`src/rtl/tetris_pkg.sv`:
```
// tetris_pkg: shared state codes, rotation mask and LFSR helper for the game sequencer
package tetris_pkg;
    localparam logic [2:0] S_IDLE  = 3'd0;
    localparam logic [2:0] S_SPAWN = 3'd1;
    localparam logic [2:0] S_CHECK = 3'd2;
    localparam logic [2:0] S_FALL  = 3'd3;
    localparam logic [2:0] S_LOCK  = 3'd4;
    localparam logic [2:0] S_OVER  = 3'd5;
    localparam logic [1:0] ROT_MASK = 2'b11;
    // Fibonacci taps 16,14,13,11 expressed as bit positions 15,13,12,10
    localparam logic [15:0] LFSR_TAPS = 16'hB400;
    function automatic logic [15:0] lfsr_next(input logic [15:0] s);
        return {s[14:0], ^(s & LFSR_TAPS)};
    endfunction
endpackage

```
`src/rtl/key_edge.sv`:
```
// key_edge: rising-edge detector with a pending latch that holds until cleared or disabled
module key_edge (
    input  logic clk,
    input  logic rst,
    input  logic key_i,
    input  logic en_i,
    input  logic clr_i,
    output logic pend_o
);
    logic prev_q, pend_q, pend_d;
    assign pend_d = en_i && ((pend_q && !clr_i) || (key_i && !prev_q));
    assign pend_o = pend_q;
    always_ff @(posedge clk) begin
        if (rst) begin
            prev_q <= 1'b0;
            pend_q <= 1'b0;
        end else begin
            prev_q <= key_i;
            pend_q <= pend_d;
        end
    end
endmodule

```
`src/rtl/tetris_game_ctrl.sv`:
```
// tetris_game_ctrl: spawns pieces, turns keys and gravity into move pulses, times locks and keeps score
module tetris_game_ctrl
    import tetris_pkg::*;
#(
    parameter int          GRAVITY_DIV = 50_000_000,
    parameter int          LOCK_CYCLES = 2,
    parameter int          NUM_BLOCKS  = 7,
    parameter logic [15:0] SEED        = 16'hACE1
) (
    input  logic        clk,
    input  logic        rst,
    input  logic        start,
    input  logic        key_left,
    input  logic        key_right,
    input  logic        key_down,
    input  logic        key_rot,
    input  logic        next_block,
    input  logic        field_over,
    input  logic [9:0]  score_plus,
    output logic        left,
    output logic        right,
    output logic        down,
    output logic [9:0]  ro,
    output logic [9:0]  block_num,
    output logic [15:0] score,
    output logic        playing,
    output logic        game_over
);
    localparam int GW = $clog2(GRAVITY_DIV);
    localparam int LW = $clog2(LOCK_CYCLES + 1);
    logic [2:0]    state_q, state_d;
    logic [GW-1:0] grav_q, grav_d;
    logic [LW-1:0] lock_q, lock_d;
    logic [15:0]   lfsr_q, score_q, score_d;
    logic [16:0]   sum;
    logic [1:0]    ro_q, ro_d;
    logic [9:0]    block_q, block_d;
    logic          left_q, right_q, down_q, lock_last;
    logic          in_fall, decide, grav_req;
    logic          p_rot, p_left, p_right, p_down;
    logic          i_rot, i_left, i_right, i_down;
    assign in_fall   = state_q == S_FALL;
    assign decide    = in_fall && !next_block;
    assign grav_req  = in_fall && grav_q == GW'(GRAVITY_DIV - 1);
    assign i_rot     = decide && !grav_req && p_rot;
    assign i_left    = decide && !grav_req && !p_rot && p_left;
    assign i_right   = decide && !grav_req && !p_rot && !p_left && p_right;
    assign i_down    = decide && !grav_req && !p_rot && !p_left && !p_right && p_down;
    assign sum       = {1'b0, score_q} + {7'b0, score_plus};
    assign lock_last = lock_q == LW'(LOCK_CYCLES - 1);
    key_edge u_rot   (.clk(clk), .rst(rst), .key_i(key_rot),   .en_i(in_fall), .clr_i(i_rot),   .pend_o(p_rot));
    key_edge u_left  (.clk(clk), .rst(rst), .key_i(key_left),  .en_i(in_fall), .clr_i(i_left),  .pend_o(p_left));
    key_edge u_right (.clk(clk), .rst(rst), .key_i(key_right), .en_i(in_fall), .clr_i(i_right), .pend_o(p_right));
    key_edge u_down  (.clk(clk), .rst(rst), .key_i(key_down),  .en_i(in_fall), .clr_i(i_down),  .pend_o(p_down));
    always_comb begin
        state_d = state_q;
        grav_d  = grav_q;
        lock_d  = lock_q;
        score_d = score_q;
        ro_d    = ro_q;
        block_d = block_q;
        case (state_q)
            S_IDLE:  state_d = start ? S_SPAWN : S_IDLE;
            S_SPAWN: begin
                state_d = S_CHECK;
                block_d = 10'(lfsr_q % 16'(NUM_BLOCKS));
                ro_d    = 2'd0;
                grav_d  = '0;
            end
            S_CHECK: state_d = field_over ? S_OVER : S_FALL;
            S_FALL: begin
                grav_d  = grav_req ? '0 : grav_q + 1'b1;
                state_d = next_block ? S_LOCK : S_FALL;
                ro_d    = i_rot ? (ro_q + 2'd1) & ROT_MASK : ro_q;
            end
            S_LOCK: begin
                score_d = lock_q == '0 ? (sum[16] ? 16'hFFFF : sum[15:0]) : score_q;
                lock_d  = lock_last ? '0 : lock_q + 1'b1;
                state_d = lock_last ? S_SPAWN : S_LOCK;
            end
            S_OVER: begin
                score_d = start ? 16'd0 : score_q;
                state_d = start ? S_SPAWN : S_OVER;
            end
            default: state_d = S_IDLE;
        endcase
    end
    always_ff @(posedge clk) begin
        if (rst) begin
            state_q <= S_IDLE;
            grav_q  <= '0;
            lock_q  <= '0;
            score_q <= 16'd0;
            ro_q    <= 2'd0;
            block_q <= 10'd0;
            left_q  <= 1'b0;
            right_q <= 1'b0;
            down_q  <= 1'b0;
            lfsr_q  <= SEED;
        end else begin
            state_q <= state_d;
            grav_q  <= grav_d;
            lock_q  <= lock_d;
            score_q <= score_d;
            ro_q    <= ro_d;
            block_q <= block_d;
            left_q  <= i_left;
            right_q <= i_right;
            down_q  <= (decide && grav_req) || i_down;
            lfsr_q  <= lfsr_next(lfsr_q);
        end
    end
    assign left      = left_q;
    assign right     = right_q;
    assign down      = down_q;
    assign ro        = {8'd0, ro_q};
    assign block_num = block_q;
    assign score     = score_q;
    assign playing   = state_q inside {S_SPAWN, S_CHECK, S_FALL, S_LOCK};
    assign game_over = state_q == S_OVER;
endmodule
```
`config.mk`:
```
export PLATFORM = sky130hd
export DESIGN_NAME = tetris_game_ctrl
export DESIGN_NICKNAME = d
export VERILOG_FILES = /design/src/rtl/tetris_pkg.sv /design/src/rtl/key_edge.sv /design/src/rtl/tetris_game_ctrl.sv
export SDC_FILE = /design/constraint.sdc
export NUM_CORES = 1
export LEC_CHECK = 0
export CORE_MARGIN = 10
export CORE_UTILIZATION = 30
export CTS_BUF_LIST = sky130_fd_sc_hd__clkbuf_8
export CTS_CLUSTER_SIZE = 16
export DETAILED_ROUTE_END_ITERATION = 8
export GPL_TIMING_DRIVEN = 0
export HOLD_SLACK_MARGIN = 0.06
export PLACE_DENSITY = 0.6
export SYNTH_ARGS = -nofsm -noshare
export SYNTH_HDL_FRONTEND = slang
export SYNTH_SLANG_ARGS = --single-unit
```
`constraint.sdc`:
```
create_clock -name clk -period 9.6 [get_ports clk]
set_input_delay 1.92 -clock clk [delete_from_list [all_inputs] [get_ports clk]]
set_output_delay 1.92 -clock clk [all_outputs]
set_load 0.02 [all_outputs]
```
==> results of run 1 <==
## state kept, by name (all words and copies together), names as in the netlist, 2 cells and up
register   cells
lfsr_q        16
grav_q        26
score         16
lock_q         2
ro_q           2
block_num     10
state_q        3
## path summary, 6_finish.rpt
| path | endpoint | cells after the start |
|---|---|---|
| max | block_num[9] | 26 |
| min | score[0] | 2 |
| max reg2reg | block_num[9] | 26 |
| min reg2reg | score[0] | 2 |
## cell families after synthesis
logic type                 share of synthesized area (%)
adders and majority gates                          3.584
muxes                                              2.288
xor gates and xnor gates                           4.836
and+or+nand+nor                                    26.30
buffers and inverters                              5.699
AOI/OAI and AO/OA                                  27.53
other                                            0.06470
DFF                                                29.71
## through the flow
stage          setup slack [ns]  hold WS [ns]  instances
2_1_floorplan             2.631        0.4312        751
3_3_place_gp              1.500        0.4463       1061
3_5_place_dp              1.538        0.4623       1061
4_1_cts                   1.510        0.4771       1077
5_1_grt                  0.5809        0.4956       1077
6_report                  1.397        0.4722       1077
## cells in the final DEF (no fill, tap or decap), drive strengths merged, types with 6 or more instances in the layout
cell / n
inv: 28
conb: 8
nand2b: 9
buf: 16
nand2: 66
nor2b: 18
nor2: 74
mux2i: 8
nor4: 6
a21o: 6
clkdlybuf4s50: 50
a31oi: 8
nor3b: 9
a21oi: 64
or3: 6
nand3: 16
xnor2: 19
nand3b: 6
o21a: 6
a211oi: 17
xor2: 13
dfxtp: 86
or2: 14
nor3: 30
o21ai: 49
clkbuf: 40
nand4: 15
o211ai: 13
ha: 15
and3: 10
## worst register-to-register path, delay by kind of cell, from the launching register on
kind	cells	cell delay [ns]
flops	1	0.35
xor+xnor	1	0.18
fa+ha+maj	3	0.83
compound gates	12	4.09
mux	1	0.31
buf+inv	3	0.67
simple gates	6	1.70
## layer usage
| layer | up-vias | track usage (%) | wire length [um] |
|---|---|---|---|
| met2 | 127 | 20.41 | 7366 |
| met4 | 0 | 2.359 | 111 |
| li1 | 2867 | - | - |
| met3 | 11 | 2.221 | 682 |
| met1 | 2622 | 15.89 | 7414 |
| met5 | - | 0 | 0 |
## power groups by stage
stage / sequential (mW) / clock [mW] / combinational (mW)
6_report: 0.387 / 0.257 / 0.505
5_1_grt: 0.389 / 0.281 / 0.559
4_1_cts: 0.387 / 0.267 / 0.501
3_5_place_dp: 0.396 / 0 / 0.497
3_3_place_gp: 0.396 / 0 / 0.498
2_1_floorplan: 0.400 / 0 / 0.376
## final cells by class
| type | count | area share [%] |
|---|---|---|
| well taps | 260 | 4.752 |
| clock buffers | 9 | 1.810 |
| multi-input cells | 591 | 55.07 |
| clock inverters | 7 | 1.078 |
| repair buffers | 50 | 7.311 |
| flip-flops and latches | 86 | 25.15 |
| inverters | 27 | 1.481 |
| plain buffers | 47 | 3.345 |
==> run summary, run 1 <==
Final Max Slew Viols - 0
Setup violations, final - 0
Vias per cell - 5.225
Core Region - 0.01883 mm2
Routability Congestion - 0.8740
Clk root buf - clkbuf_8
Area after DPL - 0.006648 mm2
Top cell type's share of synthesized area - 29.71%
Worst Path Buf+Inv - 3
Pwr Density - 167.8 mW/mm2
Max VDD drop - 0.1018 mV
Clk sink count - 86
Worst Path Arrival - 8.48 ns
Most area-hungry cell type in the Yosys netlist - dfxtp_1
Buffers on Ports - 50
Design area - 0.006845 mm2
DRT iter0 DRCs - 387
Post-synthesis cell area - 0.005796 mm2
EDFF count, synth - 0
Slew headroom - 37.22%
Worst slew pin tran - 0.9331 ns
Skew final - 0.007686 ns
Reg power frac - 33.7%
Critical Path Fanout Max - 10
Crit path capture type - flip-flop
Comb pwr share - 43.9%
TritonCTS buffer count - 9
Post-route ant nets - 0
Fraction of final layout cells sized beyond drive strength 1 - 7.711%
# fillers - 2027
Largest net degree at the start of global routing - 16
Initial antenna violation count - 0
Max-Cap Viols - 0
# DRC - 0
Total leakage power - 2.402 nW
RSZ-0062 raised after global routing - false
Most used DFF post-synth - dfxtp_1
Tot Pwr - 1.149 mW
Die Span Y - 159.0 um
Vias in the first global route - 5319
Flop2flop setup slack - 1.40 ns
Grt ovf - 0
IO Count - 60
Clock Path Buffers - 2
Final wirelength - 15580 um
Period utilization - 85.45%
Crit path max-delay family - compound AO/OA/AOI/OAI gates
Via count - 5627
# nets final - 847
Multi-input gate area - 0.003770 mm2
Starting density of the core - 30.78%
TritonRoute pass-1 iters - 5
Clock share of power - 22.4%
Die area - 0.02528 mm2
Post-CTS Resized - 0
Int Power - 0.6939 mW
Worst path max stage delay - 0.71 ns
Crit Path Class - flip-flop to flip-flop
YS warnings - 0
Post-CTS setup buffer count - 0
Post-Synthesis Cells - 744
Global-route wire length before repair - 26520 um
GRT Resource Usage Total - 12.14%
Status - complete, no violations
H-Tree Level Count - 3
Switching Power - 0.4547 mW
Clock Latency Late Sink - 0.36 ns
Start of the worst register-to-register path - lfsr_q[12]
Cells taking the most area after synthesis - dfxtp_1 30%, a21oi_1 5.4%, nor2_1 4.8%
Synthesized area per cell - 7.790 um2
DR WL/cell - 14.46 um
Sw frac - 39.59%
Post-DP HPWL - 11930 um
CTS clk-pin slew, worst paths - 0.09 ns
Register area share after synthesis - 29.71%
Count leader, synth - dfxtp_1
Hold WC Path Type - flip-flop to flip-flop
Area grow syn2layout - 18.11%
Final min period - 8.203 ns
Most frequent cells after synthesis - 86 x dfxtp_1, 74 x nor2_1, 66 x nand2_1
Inserted Diodes - 0
Post-synth cell types - 91
Fmax - 121.9 MHz
Hold Buf Count CTS - 0
Required @ worst endpoint - 9.88 ns
Hold_sp - score[0]
CP most frequent cell - ha_1
Ys async rst share - 0%
Setup crit start kind - flip-flop
Setup crit start - lfsr_q[12]
Utilization after layout - 36.35%
CP max stage cell - a2111oi_0
# rows - 50
Synthesized flop and latch total - 86
Setup TNS Final - 0 ns
Register area - 0.001722 mm2
Final Hold Vio Count - 0
Chip width - 159.0 um
CTS tree - done
(Power assumes the default switching activity.)
==> inputs of run 2 (changes only) <==
--- a/config.mk
+++ b/config.mk
@@ -12,7 +12,8 @@
 export DETAILED_ROUTE_END_ITERATION = 8
 export GPL_TIMING_DRIVEN = 0
 export HOLD_SLACK_MARGIN = 0.06
-export PLACE_DENSITY = 0.6
+export PLACE_DENSITY = 0.61
 export SYNTH_ARGS = -nofsm -noshare
 export SYNTH_HDL_FRONTEND = slang
 export SYNTH_SLANG_ARGS = --single-unit
+export TNS_END_PERCENT = 20
==> constraint.sdc (replaced) <==
create_clock -name clk -period 6.9 [get_ports clk]
set_input_delay 1.38 -clock clk [delete_from_list [all_inputs] [get_ports clk]]
set_output_delay 1.38 -clock clk [all_outputs]
set_load 0.02 [all_outputs]
==> run summary, run 2 (synthesized netlist as in run 1, its figures left out) <==
# nets final - 886 (+4.6%)
Register area - 0.001724 mm2 (+0.15%)
Clock Latency Late Sink - 0.36 ns (about the same)
R2R depth - 28 (+7.7%)
Met2 wire len - 8253 um (+12%)
Worst path max stage delay - 0.47 ns (-0.24 ns)
Setup WS post-layout - 0.08383 ns (-1.313 ns)
Most common cell after layout, fill and taps aside - dfxtp_1
Hold Buf Count CTS - 0 (unchanged)
Multi-input gate area - 0.004158 mm2 (+10%)
Inserted Diodes - 0 (unchanged)
Fmax - 146.7 MHz (+20%)
H-Tree Level Count - 3 (unchanged)
Post-route ant nets - 0 (unchanged)
Fraction of final layout cells sized beyond drive strength 1 - 18.22% (+11 points)
Die Span Y - 159.0 um (unchanged)
Via count - 5813 (+3.3%)
Max-Cap Viols - 0 (unchanged)
Max reg flops - 26 (unchanged)
CTS tree - done
Vias per cell - 5.209 (-0.30%)
TritonCTS buffer count - 9 (unchanged)
# DRC - 0 (unchanged)
Final wirelength - 16830 um (+8.0%)
IO Count - 60 (unchanged)
Clk root buf - clkbuf_8
Initial antenna violation count - 0 (unchanged)
Biggest register - grav_q
Routability Congestion - 0.8912 (+2.0%)
Hold WC Path Type - flip-flop to flip-flop
Area grow syn2layout - 30.38%
Pwr Density - 247.3 mW/mm2 (+47%)
RSZ-0062 raised after global routing - true
Hold path cells - 2 (unchanged)
Skew final - 0.01158 ns (+0.003890 ns)
Uppermost routed layer - met4
Setup violations, final - 0 (unchanged)
Largest net degree at the start of global routing - 15 (-1)
Status - complete, no violations
Clk sink count - 86 (unchanged)
Most frequent cells in the layout - 84 x dfxtp_1, 72 x nor2_1, 65 x nand2_1, 59 x a21oi_1, 50 x clkdlybuf4s50_1
Design area - 0.007556 mm2 (+10%)
Final Hold Vio Count - 0 (unchanged)
M1 wire length - 7813 um (+5.4%)
Metal3 WL - 546 um (-20%)
Core Region - 0.01883 mm2 (unchanged)
Starting density of the core - 30.78% (unchanged)
Max VDD drop - 0.09246 mV (-9.2%)
Clock Path Buffers - 2 (unchanged)
Slew headroom - 42.48% (+5.3 points)
Total leakage power - 2.694 nW (+12%)
Global-route wire length before repair - 26690 um (+0.63%)
Critical Path Fanout Max - 9 (-1)
Required @ worst endpoint - 7.19 ns (-2.69 ns)
Worst slack, placed - -1.014 ns (-2.553 ns)
# fillers - 1913 (-5.6%)
Crit Path Class - flip-flop to flip-flop
CP max stage cell - o41a_1
Final Max Slew Viols - 0 (unchanged)
Final min period - 6.816 ns (-1.387 ns)
Die area - 0.02528 mm2 (unchanged)
GRT Resource Usage Total - 12.17% (+0.031 points)
DRT iter0 DRCs - 413 (+6.7%)
DR WL/cell - 15.08 um (+4.3%)
TritonRoute pass-1 iters - 5 (unchanged)
Worst Path Arrival - 7.10 ns (-1.38 ns)
Worst slew pin tran - 0.8549 ns (-0.07818 ns)
CTS clk-pin slew, worst paths - 0.08 ns (about the same)
Grt ovf - 0 (unchanged)
Vias in the first global route - 5335 (+0.30%)
Post-DP HPWL - 11820 um (-0.92%)
Area after DPL - 0.006655 mm2 (+0.11%)
# rows - 50 (unchanged)
Period utilization - 98.79% (+13 points)
Buffers on Ports - 50 (unchanged)
Setup crit start kind - flip-flop
Crit path capture type - flip-flop
Chip width - 159.0 um (unchanged)
[run 2: report_power, final]
group / total (mW) / internal (mW) / leakage (nW) / switching [mW]
clock network: 0.346 / 0.165 / 0.0924 / 0.182
registers: 0.541 / 0.519 / 0.700 / 0.0227
logic: 0.981 / 0.437 / 1.90 / 0.543
total: 1.87 / 1.12 / 2.69 / 0.748
[run 2: worst max-delay path, delay by kind of cell, from the launching register on]
kind	cells	cell delay, ns
buf+inv	5	0.78
compound gates	12	2.76
simple gates	7	1.85
fa+ha+maj	2	0.52
mux	1	0.31
xor+xnor	1	0.20
flops	1	0.30
[run 2: cell type report]
type                       count  area share, %
timing repair buffer          91          10.76
multi-input combinational    591          55.03
buffer                        45          3.063
tap                          260          4.305
inverter                      27          1.507
clock inverter                 7         0.8776
sequential                    86          22.82
clock buffer                   9          1.639
[run 2: worst paths after layout]
path,start,end,slack (ns)
min,score[0],score[0],0.48
max,lfsr_q[11],block_num[5],0.08
max reg2reg,lfsr_q[11],block_num[5],0.08
min reg2reg,score[0],score[0],0.48
[run 2: per-stage QoR]
step           util (%)  power (mW)  TNS (ns)  instances  hold WS (ns)
2_1_floorplan         -       1.082         0        751        0.4312
3_3_place_gp      35.34       1.245    -6.081       1061        0.4499
3_5_place_dp      35.34       1.246    -6.572       1061        0.4661
4_1_cts           37.92       1.728         0       1090        0.4855
5_1_grt           40.13       1.982   -0.7477       1116        0.5043
6_report          40.13       1.868         0       1116        0.4797
[run 2: repair_timing]
action                     4_1_cts  5_1_grt
resized for setup               39       44
buffers inserted                13       27
setup endpoints to repair        8        8
pin swaps                       16       30
gates cloned                     0        1
[run 2: per-layer routing]
| metal | vias up | global-route usage [%] |
|---|---|---|
| li1 | 2942 | - |
| met1 | 2753 | 16.13 |
| met4 | 0 | 2.738 |
| met3 | 15 | 2.169 |
| met5 | - | 0 |
| met2 | 103 | 20.09 |
